### config.mk
export PLATFORM = sky130hd
export DESIGN_NAME = fir_cfg_sequencer
export DESIGN_NICKNAME = d
export VERILOG_FILES = /design/src/rtl/fir_cfg_sequencer.sv
export SDC_FILE = /design/constraint.sdc
export NUM_CORES = 1
export LEC_CHECK = 0
export CORE_MARGIN = 1
export CORE_UTILIZATION = 40
export CTS_BUF_LIST = sky130_fd_sc_hd__clkbuf_4
export DETAILED_ROUTE_END_ITERATION = 8
export GPL_TIMING_DRIVEN = 0
export PLACE_DENSITY = 0.74
export REMOVE_ABC_BUFFERS = 1
export SYNTH_ARGS = -nofsm -noshare
export SYNTH_HDL_FRONTEND = slang
export SYNTH_SLANG_ARGS = --single-unit
### constraint.sdc
create_clock -name axis_clk -period 4.4 [get_ports axis_clk]
set_input_delay 0.88 -clock axis_clk [delete_from_list [all_inputs] [get_ports axis_clk]]
set_output_delay 0.88 -clock axis_clk [all_outputs]
set_load 0.05 [all_outputs]
### src/rtl/fir_cfg_sequencer.sv
// fir_cfg_sequencer: AXI-Lite master that configures the fir slave for one run
// (idle check, length, tap count, coefficients, ap_start) and then polls for ap_done.
module fir_cfg_sequencer #(
  parameter int unsigned pADDR_WIDTH = 12,
  parameter int unsigned pDATA_WIDTH = 32,
  parameter int unsigned Tape_Num    = 11,
  parameter int unsigned POLL_GAP    = 4,
  parameter int unsigned TIMEOUT     = 4096
) (
  input  logic                   axis_clk,
  input  logic                   axis_rst_n,
  input  logic                   cmd_valid,
  output logic                   cmd_ready,
  input  logic [31:0]            cmd_len,
  input  logic [31:0]            cmd_taps,
  input  logic                   coef_tvalid,
  input  logic [31:0]            coef_tdata,
  output logic                   coef_tready,
  output logic                   awvalid,
  input  logic                   awready,
  output logic [pADDR_WIDTH-1:0] awaddr,
  output logic                   wvalid,
  input  logic                   wready,
  output logic [pDATA_WIDTH-1:0] wdata,
  output logic                   arvalid,
  input  logic                   arready,
  output logic [pADDR_WIDTH-1:0] araddr,
  input  logic                   rvalid,
  output logic                   rready,
  input  logic [pDATA_WIDTH-1:0] rdata,
  output logic                   busy,
  output logic                   done,
  output logic                   err
);

  localparam int unsigned K_W      = ($clog2(Tape_Num) > 5) ? $clog2(Tape_Num) : 5;
  localparam int unsigned CNT_W    = $clog2(TIMEOUT + 1);
  localparam int unsigned GAP_W    = (POLL_GAP > 1) ? $clog2(POLL_GAP) : 1;
  localparam int unsigned GAP_LAST = (POLL_GAP > 0) ? POLL_GAP - 1 : 0;

  localparam logic [pADDR_WIDTH-1:0] ADDR_CTRL = pADDR_WIDTH'(32'h00);
  localparam logic [pADDR_WIDTH-1:0] ADDR_LEN  = pADDR_WIDTH'(32'h10);
  localparam logic [pADDR_WIDTH-1:0] ADDR_TAPN = pADDR_WIDTH'(32'h14);

  typedef enum logic [3:0] {
    S_IDLE, S_CHK, S_WR_LEN, S_WR_TAPN, S_WR_TAP, S_WR_START, S_POLL, S_GAP, S_DONE, S_ERR
  } state_t;

  state_t           state;
  logic [31:0]      len_q;
  logic [K_W-1:0]   taps_q;
  logic [K_W-1:0]   k;
  logic [CNT_W-1:0] rd_cnt;
  logic [GAP_W-1:0] gap_cnt;
  logic             ret_poll;

  // A write completes once each channel has either handshaked earlier or does so now.
  logic wr_fin_c;
  logic status_hit_c;
  logic unused_rdata;

  assign wr_fin_c     = (!awvalid || awready) && (!wvalid || wready);
  assign status_hit_c = (state == S_CHK) ? rdata[2] : rdata[1];
  assign unused_rdata = ^{rdata[pDATA_WIDTH-1:3], rdata[0]};

  always_ff @(posedge axis_clk or negedge axis_rst_n) begin
    if (!axis_rst_n) begin
      state       <= S_IDLE;
      cmd_ready   <= 1'b0;
      coef_tready <= 1'b0;
      awvalid     <= 1'b0;
      awaddr      <= '0;
      wvalid      <= 1'b0;
      wdata       <= '0;
      arvalid     <= 1'b0;
      araddr      <= '0;
      rready      <= 1'b0;
      busy        <= 1'b0;
      done        <= 1'b0;
      err         <= 1'b0;
      len_q       <= '0;
      taps_q      <= '0;
      k           <= '0;
      rd_cnt      <= '0;
      gap_cnt     <= '0;
      ret_poll    <= 1'b0;
    end else begin
      done <= 1'b0;
      err  <= 1'b0;
      if (awvalid && awready) awvalid <= 1'b0;
      if (wvalid && wready)   wvalid  <= 1'b0;

      case (state)
        S_IDLE: begin
          cmd_ready <= 1'b1;
          if (cmd_valid && cmd_ready) begin
            cmd_ready <= 1'b0;
            busy      <= 1'b1;
            len_q     <= cmd_len;
            taps_q    <= K_W'(cmd_taps);
            if (cmd_taps == 32'd0 || cmd_taps > 32'(Tape_Num)) begin
              state <= S_ERR;
            end else begin
              state   <= S_CHK;
              arvalid <= 1'b1;
              araddr  <= ADDR_CTRL;
              rd_cnt  <= '0;
            end
          end
        end

        // Status read shared by the idle check and the done poll.
        S_CHK, S_POLL: begin
          if (arvalid && arready) begin
            arvalid <= 1'b0;
            rready  <= 1'b1;
          end
          if (rready && rvalid) begin
            rready <= 1'b0;
            if (status_hit_c) begin
              if (state == S_CHK) begin
                state   <= S_WR_LEN;
                awvalid <= 1'b1;
                wvalid  <= 1'b1;
                awaddr  <= ADDR_LEN;
                wdata   <= pDATA_WIDTH'(len_q);
              end else begin
                state <= S_DONE;
              end
            end else if (rd_cnt == CNT_W'(TIMEOUT - 1)) begin
              state <= S_ERR;
            end else begin
              rd_cnt   <= rd_cnt + CNT_W'(1);
              gap_cnt  <= '0;
              ret_poll <= (state == S_POLL);
              state    <= S_GAP;
            end
          end
        end

        S_GAP: begin
          if (gap_cnt == GAP_W'(GAP_LAST)) begin
            state   <= ret_poll ? S_POLL : S_CHK;
            arvalid <= 1'b1;
            araddr  <= ADDR_CTRL;
          end else begin
            gap_cnt <= gap_cnt + GAP_W'(1);
          end
        end

        S_WR_LEN: begin
          if (wr_fin_c) begin
            state   <= S_WR_TAPN;
            awvalid <= 1'b1;
            wvalid  <= 1'b1;
            awaddr  <= ADDR_TAPN;
            wdata   <= pDATA_WIDTH'(taps_q);
          end
        end

        S_WR_TAPN: begin
          if (wr_fin_c) begin
            state       <= S_WR_TAP;
            k           <= '0;
            coef_tready <= 1'b1;
          end
        end

        // Alternates between accepting one coefficient and writing it to tap k.
        S_WR_TAP: begin
          if (coef_tready) begin
            if (coef_tvalid) begin
              coef_tready <= 1'b0;
              awvalid     <= 1'b1;
              wvalid      <= 1'b1;
              awaddr      <= pADDR_WIDTH'(32'h80 + (32'(k) << 2));
              wdata       <= pDATA_WIDTH'(coef_tdata);
            end
          end else if (wr_fin_c) begin
            if (k == taps_q - K_W'(1)) begin
              state   <= S_WR_START;
              awvalid <= 1'b1;
              wvalid  <= 1'b1;
              awaddr  <= ADDR_CTRL;
              wdata   <= pDATA_WIDTH'(32'd1);
            end else begin
              k           <= k + K_W'(1);
              coef_tready <= 1'b1;
            end
          end
        end

        S_WR_START: begin
          if (wr_fin_c) begin
            state   <= S_POLL;
            arvalid <= 1'b1;
            araddr  <= ADDR_CTRL;
            rd_cnt  <= '0;
          end
        end

        S_DONE: begin
          done      <= 1'b1;
          busy      <= 1'b0;
          cmd_ready <= 1'b1;
          state     <= S_IDLE;
        end

        S_ERR: begin
          err       <= 1'b1;
          busy      <= 1'b0;
          cmd_ready <= 1'b1;
          state     <= S_IDLE;
        end

        default: state <= S_IDLE;
      endcase
    end
  end

endmodule

# After elaboration in Yosys (flattened, before gate mapping)
# Cells that the tools add are included.
op_classes:
  add_sub_neg: 5
  magnitude_cmp: 1
  n_eq_ne: 32
  n_mux: 95
  bitwise_logic: 2
  n_reduce_logical: 35
op_table:
  columns: ["cell", "count"]
  rows:
  - ["32-bit two-way mux", 8]
  - ["12-bit two-way mux", 12]
  - ["32-bit case mux with 3 select lines", 1]
  - ["13-bit two-way mux", 6]
  - ["12-bit case mux with 3 select lines", 2]
  - ["4-bit two-way mux", 13]
  - ["13-bit case mux with 3 select lines", 1]
  - ["1-bit two-way mux", 34]
  - ["2-bit != test, second input constant", 17]
  - ["32-bit by 4-bit > comparator with 1-bit output, second input constant", 1]
  - ["32-bit logical NOT", 1]
  - ["4-bit case mux with 7 select lines", 1]
  - ["5-bit two-way mux", 4]
  - ["4-bit by 3-bit equality test with 1-bit output, second input constant", 4]
  - ["5-bit AND reduction", 3]
  - ["13-bit by 1-bit adder with 13-bit output, second input constant", 1]
  - ["13-bit by 12-bit equality test with 1-bit output, second input constant", 1]
  - ["5-bit case mux with 2 select lines", 1]
  - ["8-bit by 7-bit adder with 9-bit output, first input constant", 1]
  - ["3-bit != test, second input constant", 3]
  - ["9-bit AND reduction", 1]
  - ["3-bit nonzero test", 3]
  - ["4-bit by 2-bit equality test with 1-bit output, second input constant", 2]
  - ["4-bit equality test, second input constant", 2]
  - ["25 further kinds", 47]
word_totals:
  ff_bits: 127
  inputBits: 136
  output_inout_bits: 65
  word_cells: 189

# Longest topological paths before layout
# Gate-level depths: netlist of run 1.
logic_depth:
  ltp_word: 6
  ltp_mapped: 11
  ltp_nobuf: 8

# Worst setup path before layout of run 1
# No wires, ideal clock.
synth_timing:
  path_kind: "input to register"
  from: "input port rdata[2]"
  to: "register rd_cnt[11]"
  setup_ns: 0.078
  arrival_ns: 2.895
  t_required_ns: 4.322
  slack_ns: 1.427
  stages: 7
  n_path_buf: 1
  path_cell_list: "or4b_4 > o21a_1 > o31a_1 > or3_1 > buf_2 > or4_1 > a21oi_1"
synth_via:
  elab_chain_cells: 3
synth_lines:
  columns: ["item", "line_no", "rtl"]
  rows:
  - ["start, declared", "30", "input logic [pDATA_WIDTH-1:0] rdata,"]
  - ["1-bit two-way mux", "63", "assign status_hit_c = (state == S_CHK) ? rdata[2] : rdata[1];"]
  - ["2-bit != test (no source line)", null, null]
  - ["7-bit AND reduction (no source line)", null, null]
  - ["end signal, assigned", "133", "rd_cnt <= rd_cnt + CNT_W'(1);"]
  - ["end, declared", "53", "logic [CNT_W-1:0] rd_cnt;"]
# Every way passes these cells.
# A chain may end at the register's enable or synchronous reset.

# Worst setup path after layout of run 1
layout_timing:
  from: "register state[1]"
  to: "register wdata[24]"
layout_via:
  elab_chain_cells: 4
  elab_cells_between_ends: 16
  cone_classes: "11 x eq/ne; 2 x mux; 3 x reduce/logical"
layout_lines:
  columns: ["item", "line_no", "rtl"]
  rows:
  - ["start, declared", "49", "state_t state;"]
  - ["start signal, assigned", "143", "state <= ret_poll ? S_POLL : S_CHK;"]
  - ["4-bit by 1-bit equality test with 1-bit output or 4-bit by 3-bit equality test with 1-bit output (tied branches)", "63, 93, 121", null]
  - ["2-bit OR reduction or 1-bit two-way mux (tied branches)", "93, 63", null]
  - ["2-bit != test (no source line) or 3-bit nonzero test (tied branches)", null, null]
  - ["8-bit AND reduction (no source line)", null, null]
  - ["end signal, assigned", "126", "wdata <= pDATA_WIDTH'(len_q);"]
  - ["end signal, assigned", "157", "wdata <= pDATA_WIDTH'(taps_q);"]
  - ["end signal, assigned", "177", "wdata <= pDATA_WIDTH'(coef_tdata);"]
  - ["end, declared", "24", "output logic [pDATA_WIDTH-1:0] wdata,"]
# Parallel ways exist; a longest one is shown, timed or not.

==> run summary, run 1 <==
The multi-input combinational cells in the finished layout cover a total of 0.002565 mm2. TritonCTS built the clock tree. The largest area contributor in the netlist is sky130_fd_sc_hd__dfrtp_1. The total number of vias came out at 4548. Among all flip-flop cells after synthesis, the most frequent one is sky130_fd_sc_hd__dfrtp_1.

After the first detailed-routing iteration, the DRC count stood at 208. The quantity of I/O buffers inserted on ports came out at 152. The per-cell via count in the routed design came out at 5.466. The number of distinct library cell variants in the gate-level netlist after synthesis came out at 59. The average wire per cell in the routed design came out at 17.09 um. The die width came out at 119.3 um. In this run the critical register-to-register path is launched from state[1]. In the layout the commonest cells are sky130_fd_sc_hd__clkdlybuf4s50_1, sky130_fd_sc_hd__dfrtp_1, sky130_fd_sc_hd__mux2_2. After clock tree synthesis, the clock-pin slew on the worst setup and hold paths is 0.16 ns. The chip height is 119.3 um.

The initial antenna violation count is 0. The number of placed instances, taps included is 817. The signal on the critical path passes through or3b_2 -> nor2_2 -> nand2_1 -> nand3_1 -> o21bai_4 -> buf_12 -> mux2_2. Across the run, the number of max-cap violations was 0. Derived from the worst setup path, the maximum achievable clock frequency is 0.2798 GHz. The peak supply drop is 0.0003868 V. The worst min-delay path category is primary input to asynchronous set/reset pin. Timing analysis after detailed placement gives a worst setup slack of 0.5341 ns. The number of nets in the final layout came out at 792. The floorplan row count is 42. The async set or reset register ratio after synthesis came out at 1.000. The pin count of the biggest net entering global routing is 67. The switching power came out at 2.405 mW. Wires add up to 14.22 mm.

The overall overflow remaining after global route is 0. The count of final setup violators came out at 0. At the end of routability-driven placement, the weighted congestion stood at 0.9259. By area the synthesized netlist is led by sky130_fd_sc_hd__dfrtp_1, sky130_fd_sc_hd__mux2_2, sky130_fd_sc_hd__buf_4, sky130_fd_sc_hd__a22o_1, sky130_fd_sc_hd__nand2_1. The flow ran to the end, and the final reports show no timing, DRC or antenna violations. The number of setup buffers added after CTS came out at 0. The overall global routing resource usage is 0.2095. The design internal power is 2.777 mW.

Once detailed placement completed, the half-perimeter wirelength came to 10.35 mm. The largest individual stage delay along the critical path comes from the cell sky130_fd_sc_hd__dfrtp_1. The number of slew-limit violations in the final report came out at 0. The root buffer cell chosen for the clock tree is sky130_fd_sc_hd__clkbuf_4. The worst slew slack as a fraction of its limit is 0.3918. The repair_antennas step left the layout with diodes totalling 0. The number of enable-type register cells in the synthesized netlist is 0. The fraction of power spent switching nets came out at 0.4641.

The via count of the first global-routing pass is 4729. The clock latency on the worst-skew pair is 0.48 ns. The worst setup path is of the flip-flop to flip-flop kind. The flip-flop and latch area came out at 0.002728 mm2. The gate count after technology mapping is 514. The register bit count reported by yosys came out at 109. STA puts the critical path data required time at 4.78 ns.

The sequential share of power came out at 0.336. Broken down by cell family, the worst path's largest delay share belongs to simple AND/OR/NAND/NOR gates. The Yosys step of the flow raised 0 warnings. The worst register-to-register path ends at wdata[24]. The number of H-tree levels is 3.

The first global-routing pass estimated 23.68 mm of wire. The critical path crosses 7 cells after its start point. The critical path ends at wdata[24]. The share of synthesized area in the top cell type comes to 0.4957. The worst setup path is captured at a flip-flop.

The number of failing hold endpoints at the final stage came to 0. The power density normalized to cell area came out at 711.4 mW/mm2. The share of post-route cells with drive strength above 1 came out at 0.1326. The iteration count of the initial detailed-routing pass is 4.

The final design area excluding fillers came out at 0.007283 mm2. The most critical setup path has its startpoint at state[1]. The final routed DRC violation total is 0. The maximum root-to-sink buffer count is 2. The critical path launch point type is a flip-flop. The fraction of power consumed by the clock network came out at 0.086. For the worst setup path, the data arrival time is 3.95 ns. The initial core utilization came out at 0.4123. The actual transition at the worst max-transition pin came out at 0.9053 ns.

The final critical delay including setup and external delays is 3.574 ns. The area growth from synthesis to layout is 32.36%. Setup repair after global routing left no endpoint under its margin. The final worst-path setup slack came out at 0.8256 ns. The number of fillers in the final layout is 1178. The worst reg2reg path depth is 7. After floorplanning, the core was sized to cover 0.01335 mm2. Summing all placed instances gives a cell area of 0.007174 mm2.

The average instance area after synthesis came out at 10.71 um2. The tree built by TritonCTS fans out to 109 sinks. The post-route fraction of the period consumed by the critical path is 0.8124. The critical path's largest stage delay is 0.79 ns. The largest fanout on the critical path came out at 25.

The post-cts sizing count came out at 0. The finished layout holds 832 standard cells, fillers aside. The cell leakage power came out at 3.011 nW.

The number of nets still failing antenna checks after routing is 0. The clock skew after layout came out at 0.01849 ns. The post-synthesis instance area came out at 0.005503 mm2. The relative contribution of combinational cells to total power is 0.578. The floorplan step defined a die boundary enclosing 0.01423 mm2. The register-to-register setup slack came out at 0.83 ns. Leaving out fill and tap cells, the most frequent cell in the layout is sky130_fd_sc_hd__clkdlybuf4s50_1. The total I/O pin count came out at 201. The CTS buffer count is 9.

The number of buffers and inverters on the critical path came out at 1. The number of hold buffers added after CTS was 0. The sequential cell area fraction in the yosys report is 0.4957.
[metal layers]
metal,part of all wire,up-vias,GRT usage
li1,-,2138,-
met1,0.42,2253,0.2596
met2,0.48,139,0.3434
met3,0.080,18,0.06705
met4,0.014,0,0.07266
met5,0,-,0
[power by group through the flow]
stage / sequential (mW) / combinational, mW / clock [mW]
after detailed placement: 1.76 / 3.01 / 0
after global routing: 1.80 / 3.21 / 0.497
after global placement: 1.73 / 2.89 / 0
after CTS: 1.74 / 3.02 / 0.461
after floorplan: 2.28 / 1.46 / 0
final: 1.74 / 3.00 / 0.446
[area by class of cell]
| class | count | share of cell area |
|---|---|---|
| flip-flops and latches | 109 | 0.3745 |
| multi-input cells | 365 | 0.3522 |
| repair buffers | 158 | 0.2235 |
| well taps | 176 | 0.03024 |
| clock buffers | 9 | 0.009277 |
| clock inverters | 6 | 0.005669 |
| inverters | 9 | 0.004638 |
[synthesized netlist by cell type (3+ instances only)]
cell type and count:
sky130_fd_sc_hd__a21oi_1 19, sky130_fd_sc_hd__a22o_1 17, sky130_fd_sc_hd__a22oi_1 17, sky130_fd_sc_hd__a31oi_1 3
sky130_fd_sc_hd__a32o_1 3, sky130_fd_sc_hd__and3_1 3, sky130_fd_sc_hd__buf_1 4, sky130_fd_sc_hd__buf_2 8
sky130_fd_sc_hd__buf_4 20, sky130_fd_sc_hd__clkbuf_1 16, sky130_fd_sc_hd__dfrtp_1 109, sky130_fd_sc_hd__ha_1 4
sky130_fd_sc_hd__inv_1 9, sky130_fd_sc_hd__mux2_2 56, sky130_fd_sc_hd__mux2i_1 4, sky130_fd_sc_hd__nand2_1 39
sky130_fd_sc_hd__nand2b_1 11, sky130_fd_sc_hd__nand3_1 14, sky130_fd_sc_hd__nand4_1 5, sky130_fd_sc_hd__nor2_1 26
sky130_fd_sc_hd__nor2b_1 4, sky130_fd_sc_hd__nor3_1 7, sky130_fd_sc_hd__nor4_1 17, sky130_fd_sc_hd__nor4b_1 3
sky130_fd_sc_hd__o21a_1 3, sky130_fd_sc_hd__o21ai_0 23, sky130_fd_sc_hd__o2bb2ai_1 13, sky130_fd_sc_hd__o31ai_1 3
sky130_fd_sc_hd__or3_1 5, sky130_fd_sc_hd__or4_1 3, sky130_fd_sc_hd__xnor2_1 6, sky130_fd_sc_hd__xor2_1 5
[flip-flops by register name, indices dropped and copies added (netlist names), 2 cells and up]
signal,count
len_q,32
wdata,32
rd_cnt,13
awaddr,6
k,5
taps_q,5
state,4
gap_cnt,2
[cells by family after synthesis]
logic type / after synthesis / synth area share
AO/OA/AOI/OAI: 120 / 0.1555
XOR/XNOR: 11 / 0.01751
adder cells (fa/ha/maj): 4 / 0.009095
buffers and inverters: 57 / 0.05434
flip-flops: 109 / 0.4957
multiplexers: 60 / 0.1219
other: 1 / 0.0006815
AND/OR/NAND/NOR: 152 / 0.1453
[stage by stage]
step / util / TNS, ns / power, mW / hold WS, ns
global route: 0.5457 / 0 / 5.509 / 0.3980
finish: 0.5457 / 0 / 5.182 / 0.3755
CTS: 0.5457 / 0 / 5.214 / 0.3666
floorplan: - / 0 / 3.737 / 0.4636
detailed placement: 0.5375 / 0 / 4.766 / 0.4741
global placement: 0.5277 / -230.87 / 4.623 / 0.4699
[worst min path at each step]
stage	end	slack [ns]	cells past startpoint
CTS	rready	0.37	1
finish	rd_cnt[2]	0.38	1
global placement	wdata[17]	0.47	1
detailed placement	wdata[14]	0.47	1
global route	len_q[1]	0.40	1
floorplan	gap_cnt[0]	0.46	1
[worst reg2reg max path: stages, from the launching register on]
cell and delay [ns]:
sky130_fd_sc_hd__dfrtp_1 0.79, sky130_fd_sc_hd__or3b_2 0.55, sky130_fd_sc_hd__nor2_2 0.44, sky130_fd_sc_hd__nand2_1 0.12, sky130_fd_sc_hd__nand3_1 0.55, sky130_fd_sc_hd__o21bai_4 0.40
sky130_fd_sc_hd__buf_12 0.25, sky130_fd_sc_hd__mux2_2 0.36
Power figures use the tool's default switching activity.
==> inputs of run 2 (changes only) <==
--- a/config.mk
+++ b/config.mk
@@ -10,7 +10,7 @@
 export CTS_BUF_LIST = sky130_fd_sc_hd__clkbuf_4
 export DETAILED_ROUTE_END_ITERATION = 8
 export GPL_TIMING_DRIVEN = 0
-export PLACE_DENSITY = 0.74
+export PLACE_DENSITY = 0.77
 export REMOVE_ABC_BUFFERS = 1
 export SYNTH_ARGS = -nofsm -noshare
 export SYNTH_HDL_FRONTEND = slang
==> constraint.sdc (replaced) <==
create_clock -name axis_clk -period 3 [get_ports axis_clk]
set_input_delay 0.6 -clock axis_clk [delete_from_list [all_inputs] [get_ports axis_clk]]
set_output_delay 0.6 -clock axis_clk [all_outputs]
set_load 0.05 [all_outputs]
==> run 2 against run 1 <==
  * Sequential power rose by 48%
  * Register-to-register slack got worse by 0.69 ns
  * Critical endpoint is now rd_cnt[11]
  * Total power up 49%
  * Critical path type unchanged
  * Worst setup slack worse by 0.69 ns
==> run summary, run 2 (synthesized netlist as in run 1, its figures left out) <==
The met1 layer usage reported by global route came to 0.2502 (-0.009484). The worst setup path is captured at a flip-flop. The number of placed instances, taps included came out at 817 (unchanged). The worst slack at placement came out at -0.5146 ns (-1.049 ns).

The weighted congestion at the end of routability-driven global placement is 0.9179 (-0.86%). The number of setup buffers added after CTS is 0 (unchanged). The met2 track utilization from global routing came to 0.3521 (+0.008721). The total number of vias came out at 4637 (+2.0%). The met3 routing resource usage after global routing is 0.07232 (+0.005268). The worst hold margin is 0.2065 ns (-0.1690 ns). The overall overflow remaining after global route came out at 0 (unchanged). The post-placement cell area is 0.007159 mm2 (-0.21%). The summed negative setup slack over all endpoints came out at 0 ns (unchanged). The final routed DRC violation total is 0 (unchanged). The quantity of I/O buffers inserted on ports came out at 152 (unchanged). The final design area excluding fillers is 0.007321 mm2 (+0.52%). The post-route fraction of the period consumed by the critical path is 0.9563 (+0.1439). The clock net sink count was 109 (unchanged). met2 is the most crowded layer. The CTS buffer count came out at 9 (unchanged). The floorplan row count is 42 (unchanged). The utilization of the core after routing is 0.5485 (+0.002812). The half-perimeter wire length of the detailed placement result is 10.54 mm (+1.8%).

The number of failing hold endpoints at the final stage came out at 0 (unchanged). The number of slew-limit violations in the final report was 0 (unchanged). The tightest min-delay check is of the primary input to asynchronous set/reset pin type.

The worst reg2reg path depth came to 6 (-1). The clock input transition at the sequential cells of the worst setup and hold paths came out at 0.17 ns (about the same). The global-route wire length before repair came out at 23.56 mm (-0.49%). The count of final setup violators is 0 (unchanged). The via count of the first global-routing pass is 4676 (-1.1%). The number of H-tree levels is 3 (unchanged). The pin count of the biggest net entering global routing is 73 (+9.0%). STA classifies the critical path startpoint as a flip-flop. The final worst-path setup slack is 0.1312 ns (-0.6944 ns). The final wirelength is 14.46 mm (+1.7%).

The critical path goes through or4b_4 -> o21a_1 -> o31a_1 -> or3_4 -> or4_1 -> a21oi_1. Compared with the post-synthesis result, the final layout area differs by 33.04%. The clock skew after layout is 0.01773 ns (-0.0007615 ns). The average wire per cell in the routed design came out at 17.36 um (+1.6%). The cell leakage power is 3.017 nW (+0.20%). The violation count after the first detailed-routing iteration is 280 (+35%). The number of standard cells in the final layout excluding fillers is 833 (+0.12%). Setup repair after global routing left no endpoint under its margin. The highest-delay cell along the critical path is sky130_fd_sc_hd__or4b_4. The critical path's largest stage delay is 0.59 ns (-0.20 ns). The per-cell via count in the routed design came out at 5.567 (+1.8%). The number of fillers in the final layout is 1143 (-3.0%). The clock tree root driver cell is sky130_fd_sc_hd__clkbuf_4. The power density normalized to cell area came out at 1056 mW/mm2 (+48%). The largest fanout on the critical path came out at 23 (-8.0%). The number of nets in the final layout came out at 792 (unchanged). The iteration count of the initial detailed-routing pass is 5 (+1). The data arrival time of the critical path is 3.31 ns (-0.64 ns). The total I/O pin count is 201 (unchanged).

The peak supply drop is 0.0005403 V (+40%). The clock latency on the worst-skew pair came to 0.50 ns (+0.02 ns). The actual transition at the worst max-transition pin came out at 0.9274 ns (+0.02208 ns).

Leaving out fill and tap cells, the most frequent cell in the layout is sky130_fd_sc_hd__clkdlybuf4s50_1. The chip height came to 119.3 um (unchanged). The upper clock frequency limit came out at 0.3486 GHz (+25%). The worst register-to-register path ends at rd_cnt[11]. The count of antenna diodes in the layout came out at 0 (unchanged). The initial core utilization came out at 0.4123 (unchanged). The required time of the worst setup path came out at 3.44 ns (-1.34 ns). The worst setup path is of the flip-flop to flip-flop kind.

The startpoint identified for the worst register-to-register timing path is state[1]. The initial antenna violation count was 0 (unchanged). The final total power is 7.730 mW (+49%).

The flip-flop and latch area is 0.002733 mm2 (+0.18%). The die area is 0.01423 mm2 (unchanged). The largest registers in the layout are len_q x32, wdata x32, rd_cnt x13. TritonCTS built the clock tree.

The maximum root-to-sink buffer count was 2 (unchanged). The share of post-route cells with drive strength above 1 came out at 0.1492 (+0.01654). The top cell types in the final layout, fill and taps aside, are sky130_fd_sc_hd__clkdlybuf4s50_1, sky130_fd_sc_hd__dfrtp_1, sky130_fd_sc_hd__mux2_2. The register-to-register setup slack was 0.13 ns (-0.69 ns). The reported max-cap violation count came out at 0 (unchanged). The multi-input combinational cell area came out at 0.002595 mm2 (+1.2%).

The floorplan core area came out at 0.01335 mm2 (unchanged). The final critical delay including setup and external delays came out at 2.869 ns (-0.7056 ns). The die width came to 119.3 um (unchanged). The flow ran to the end, and the final reports show no timing, DRC or antenna violations. The overall global routing resource usage came out at 0.2093 (about the same). The number of nets still failing antenna checks after routing is 0 (unchanged). The worst slew slack as a fraction of its limit came out at 0.3770 (-0.01483).
==> run 2: cell count changes in the layout (fill, tap and decap cells not counted), sizes merged <==
cell,before,now
inv,9,12
clkbuf,9,11
clkinv,4,0
==> run 2: where the power goes <==
group          switching, mW  internal, mW
clock                  0.516         0.201
sequential             0.506          2.06
combinational           2.57          1.87
total                   3.60          4.13
==> run 2: worst max-delay path by stage <==
stage | start | depth (start not counted) | to
after CTS | state[1] | 7 | wdata[5]
after global placement | state[2] | 5 | state[2]
after detailed placement | rdata[2] | 8 | wdata[5]
after global routing | state[1] | 7 | wdata[5]
after floorplan | coef_tready | 5 | state[2]
final | state[1] | 6 | rd_cnt[11]
==> run 2: repair_timing <==
| item | in CTS | in global routing |
|---|---|---|
| resized for setup | 9 | 1 |
| hold buffers | 0 | 0 |
| setup endpoints to repair | 51 | 1 |
==> run 2: layout make-up <==
| class | instances | share of cell area |
|---|---|---|
| Sequential cell | 109 | 0.3733 |
| Tap cell | 176 | 0.03008 |
| Inverter | 9 | 0.004615 |
| Multi-Input combinational cell | 365 | 0.3545 |
| Timing Repair Buffer | 158 | 0.2203 |
| Clock buffer | 11 | 0.01128 |
| Clock inverter | 5 | 0.005982 |
==> run 2: routing by layer <==
metal	up-vias	share of wire
li1	2145	-
met1	2266	0.41
met2	208	0.48
met3	18	0.093
met4	0	0.014
met5	-	0
==> run 2: worst max-delay path, delay by kind of cell (launching register included) <==
kind / cells / cell delay, ns
AOI/OAI and AO/OA: 3 / 0.65
DFF: 1 / 0.58
and+or+nand+nor: 3 / 1.58
